[config.mk]
export PLATFORM = sky130hd
export DESIGN_NAME = change_dispenser
export DESIGN_NICKNAME = d
export VERILOG_FILES = /design/src/rtl/vend_pkg.sv /design/src/rtl/coin_select.sv /design/src/rtl/change_dispenser.sv
export SDC_FILE = /design/constraint.sdc
export NUM_CORES = 1
export LEC_CHECK = 0
export CORE_MARGIN = 3
export CORE_UTILIZATION = 56
export CTS_BUF_LIST = sky130_fd_sc_hd__clkbuf_4 sky130_fd_sc_hd__clkbuf_8 sky130_fd_sc_hd__clkbuf_16
export DETAILED_ROUTE_END_ITERATION = 8
export PLACE_DENSITY = 0.81
export SYNTH_ARGS = -nofsm -noshare
export SYNTH_HDL_FRONTEND = slang
export SYNTH_SLANG_ARGS = --single-unit
[constraint.sdc]
create_clock -name clk -period 5.92 [get_ports clk]
set_clock_uncertainty 0.15 [all_clocks]
set_input_delay 1.776 -clock clk [delete_from_list [all_inputs] [get_ports clk]]
set_output_delay 1.776 -clock clk [all_outputs]
set_load 0.02 [all_outputs]
[src/rtl/vend_pkg.sv]
// vend_pkg: money width, coin values and dispenser state encoding shared by the change path.
package vend_pkg;
   localparam int MONEY_W      = 11;
   localparam int COIN_DOLLAR  = 100;
   localparam int COIN_QUARTER = 25;
   localparam int COIN_DIME    = 10;
   localparam int COIN_NICKEL  = 5;
   typedef enum logic [1:0] {IDLE, LOAD, DISPENSE, DONE} state_t;
endpackage

[src/rtl/coin_select.sv]
// coin_select: greedy picker, largest coin not exceeding remaining; sel is {dollar,quarter,dime,nickel}.
// CHANGE_DOLLAR_EN enables the dollar coin; otherwise the quarter is the largest coin.
module coin_select
   import vend_pkg::*;
#(
   parameter int W = MONEY_W
) (
   input  logic [W-1:0] remaining,
   output logic [3:0]   sel,
   output logic [W-1:0] value
);
   logic dollar_ok;
`ifdef CHANGE_DOLLAR_EN
   assign dollar_ok = remaining >= W'(COIN_DOLLAR);
`else
   assign dollar_ok = 1'b0;
`endif
   always_comb begin
      sel   = dollar_ok                       ? 4'b1000 :
              remaining >= W'(COIN_QUARTER)   ? 4'b0100 :
              remaining >= W'(COIN_DIME)      ? 4'b0010 :
              remaining >= W'(COIN_NICKEL)    ? 4'b0001 : 4'b0000;
      value = sel[3] ? W'(COIN_DOLLAR)  :
              sel[2] ? W'(COIN_QUARTER) :
              sel[1] ? W'(COIN_DIME)    :
              sel[0] ? W'(COIN_NICKEL)  : '0;
   end
endmodule

[src/rtl/change_dispenser.sv]
// change_dispenser: computes change on a vend and ejects it one coin per GAP-cycle slot, largest first.
// The dollar coin is only used when CHANGE_DOLLAR_EN is defined (handled inside coin_select).
module change_dispenser
   import vend_pkg::*;
#(
   parameter int W   = MONEY_W,
   parameter int GAP = 4
) (
   input  logic         clk,
   input  logic         rst_n,
   input  logic         vend_req,
   input  logic [W-1:0] paid,
   input  logic [W-1:0] price,
   input  logic         credit,
   output logic         ej_dollar,
   output logic         ej_quarter,
   output logic         ej_dime,
   output logic         ej_nickel,
   output logic         busy,
   output logic         done,
   output logic [W-1:0] remaining
);
   localparam logic [3:0]   LAST = 4'(GAP - 1);
   localparam logic [W-1:0] MIN  = W'(COIN_NICKEL);
   state_t       state;
   logic [W-1:0] paid_q, price_q, change, pick_in, pick_val;
   logic         credit_q;
   logic [3:0]   cnt, pick, ej;
   assign change  = (credit_q || paid_q <= price_q) ? '0 : paid_q - price_q;
   // LOAD picks from the fresh change so the first pulse lands right after LOAD
   assign pick_in = state == LOAD ? change : remaining;
   assign {ej_dollar, ej_quarter, ej_dime, ej_nickel} = ej;
   coin_select #(.W(W)) u_sel (
      .remaining(pick_in),
      .sel      (pick),
      .value    (pick_val)
   );
   always_ff @(posedge clk or negedge rst_n) begin
      if (!rst_n) begin
         state     <= IDLE;
         paid_q    <= '0;
         price_q   <= '0;
         credit_q  <= 1'b0;
         cnt       <= '0;
         ej        <= '0;
         busy      <= 1'b0;
         done      <= 1'b0;
         remaining <= '0;
      end else begin
         case (state)
            IDLE: begin
               done <= 1'b0;
               if (vend_req) begin
                  paid_q   <= paid;
                  price_q  <= price;
                  credit_q <= credit;
                  busy     <= 1'b1;
                  state    <= LOAD;
               end
            end
            LOAD: begin
               remaining <= change;
               cnt       <= '0;
               ej        <= change >= MIN ? pick : '0;
               state     <= change >= MIN ? DISPENSE : DONE;
               done      <= change < MIN;
            end
            DISPENSE: begin
               cnt <= cnt + 4'd1;
               ej  <= '0;
               if (cnt == '0) remaining <= remaining - pick_val;
               if (cnt == LAST) begin
                  cnt <= '0;
                  if (remaining < MIN) begin
                     state <= DONE;
                     done  <= 1'b1;
                  end else begin
                     ej <= pick;
                  end
               end
            end
            DONE: begin
               done  <= 1'b0;
               busy  <= 1'b0;
               state <= IDLE;
            end
            default: state <= IDLE;
         endcase
      end
   end
endmodule

==> results.json <==
{
  "status": "complete, no violations",
  "r2r-start": "paid_q[0]",
  "wl_per_cell_um": 14.7,
  "dr.pass1.iters": 4,
  "hold_path.class": "reg -> reg",
  "slew_violations": 0,
  "worstPathMaxFanout": 4,
  "grt.total_usage": 0.223,
  "seq_area_frac_synth": 0.349,
  "fin_crit_sh": 0.815,
  "yosys_register_bits": 45,
  "finalSetupTns_ns": 0,
  "yosysWarnings": 0,
  "grt_pass1_wl_mm": 11.8,
  "syn2layout_area_growth_pct": 17.2,
  "cts-resized-gates": 0,
  "die_h_um": 82.0,
  "cts_buffer_depth": 2,
  "crit_chain": "inv_1, ha_1, inv_1, fa_1, a21o_1, a21oi_1, o21ai_1, xor2_1, a211oi_4, and3_1, o22ai_1, inv_1, nand2_1, ha_1, inv_1, fa_1, nand2_1, nand2_1, a21oi_1, o21ai_0, or3_1, nor3_1, mux2i_1, a21oi_1",
  "maxSlewHeadroom": 0.322,
  "cts_hold_buf": 0,
  "r2r_slack_ns": 1.10,
  "gp_congestion": 0.961,
  "worst_slew_pin_slew_ns": 1.02,
  "ios": 43,
  "crit_required_ns": 5.91,
  "fin_crit_ns": 4.82,
  "initial_core_util": 0.583,
  "nets": 444,
  "drv_cap": 0,
  "r2r-end": "remaining[10]",
  "grt_pass1_vias": 2641,
  "stdcell_count": 466,
  "crit_arrival_ns": 4.81,
  "post-place-cells": 458,
  "wirelength_mm": 6.86,
  "port_buffers": 41,
  "fmax_ghz": 0.207,
  "synth_compound_area_frac": 0.203,
  "crit_top_cell": "inv_1",
  "rsz0062_at_grt": "no",
  "insertion_delay_ns": 0.29,
  "cts_setup_buffers": 0,
  "overflow": 0,
  "cts.reportedPaths.clkPinSlew_ns": 0.08,
  "crit_family": "compound AO/OA/AOI/OAI gates",
  "critical_path_depth": 24,
  "critPathBufInv": 4,
  "grt_antenna_before_repair": 0,
  "ant_nets": 0,
  "yosys.area_share.simple": 0.148,
  "cts_sinks": 45,
  "synth_cell_types": 61,
  "synth_edf_count": 0,
  "core_area_um2": 5540,
  "dieArea_um2": 6720,
  "syn_inst": 357,
  "synth_top_family_by_area": "compound AO/OA/AOI/OAI gates",
  "max_stage_delay_ns": 0.42,
  "ys.flop_type": "dfrtp_1",
  "numCtsBuffers": 5,
  "vias": 2769,
  "worstRegToRegCells": 24,
  "drc_errors": 0,
  "rows": 27,
  "slowest_stage": "fa_1",
  "initialDrtViolationCount": 178,
  "synth-xor-area-share": 0.0271,
  "crit_path_end_kind": "register",
  "async_flop_share": 1.00,
  "die_x_um": 82.0,
  "hold-path-cell-count": 1,
  "dp_hpwl_mm": 5.19,
  "setup_viol": 0,
  "root_buffer": "clkbuf_8",
  "synthMuxAreaShare": 0.109,
  "syn_area_um2": 3230,
  "syn_area_per_cell_um2": 9.05,
  "grt_max_degree": 46,
  "critPathLaunchType": "register",
  "final_common_cell": "dfrtp_1",
  "drt-vias-per-instance": 5.94,
  "startpoint": "paid_q[0]",
  "crit_type": "reg -> reg",
  "cts_max_level": 2,
  "finalHoldViolCount": 0,
  "synth-adder-area-share": 0.101,
  "syn_nets": 408,
  "drive_gt1_frac": 0.124,
  "cts_tree": "built",
  "most-common-layout-cells": "45 x dfrtp_1, 40 x clkdlybuf4s50_1, 34 x inv_1",
  "antenna_cells": 0,
  "cp-endpoint": "remaining[10]"
}
[worst min-delay path by stage]
stage	startpoint	endpoint	slack, ns
finish	price_q[9]	price_q[9]	0.36
global route	paid_q[8]	paid_q[8]	0.39
CTS	price_q[9]	price_q[9]	0.37
detailed placement	price_q[9]	price_q[9]	0.35
global placement	paid_q[0]	paid_q[0]	0.34
floorplan	paid_q[0]	paid_q[0]	0.33
[registers in the layout, summed over array words and instances, names as in the netlist]
register   flops
cnt            4
busy           1
state          2
remaining     11
done           1
ej             3
price_q       11
credit_q       1
paid_q        11
[Yosys cell counts, drive strengths merged, types with 7 or more instances]
cell type | count | area, um2
a21oi | 25 | 129
buf | 8 | 48.8
dfrtp | 45 | 1130
ha | 23 | 288
inv | 35 | 131
mux2 | 26 | 293
nand2 | 26 | 97.6
nand2b | 7 | 43.8
nand3 | 8 | 40.0
nor2 | 28 | 105
nor3 | 8 | 40.0
o21ai | 28 | 144
[final cells by class]
class,count,area (um2)
Fill cell,460,1750
Clock buffer,7,90.1
Clock inverter,1,30.0
Sequential cell,45,1130
Tap cell,72,90.1
Multi-Input combinational cell,264,1910
Timing Repair Buffer,42,413
Inverter,35,131
[metal layers]
layer	vias to the layer above	GRT usage	wire length, um
met2	90	0.385	3380
met3	14	0.0318	385
met5	-	0	0
met1	1327	0.291	2970
li1	1338	-	-
met4	0	0.0581	114
[stage by stage]
stage | worst slack, ns | util | hold WS (ns) | area (um2)
after floorplan | 1.53 | - | 0.329 | 3230
after global placement | 1.28 | 0.662 | 0.337 | 3670
after detailed placement | 1.14 | 0.662 | 0.345 | 3670
after CTS | 1.10 | 0.683 | 0.365 | 3790
after global routing | 0.697 | 0.683 | 0.385 | 3790
final | 1.10 | 0.683 | 0.359 | 3790
[kinds of logic after synthesis]
kind of cell	count (synthesis)
AO/OA/AOI/OAI	97
XOR/XNOR	10
adder cells (fa/ha/maj)	25
buffers and inverters	48
flip-flops	45
multiplexers	32
other	1
AND/OR/NAND/NOR	99
Power is left out: the tool's default activity adds up to more than one toggle a clock period on the data nets, which glitch-free logic cannot reach.
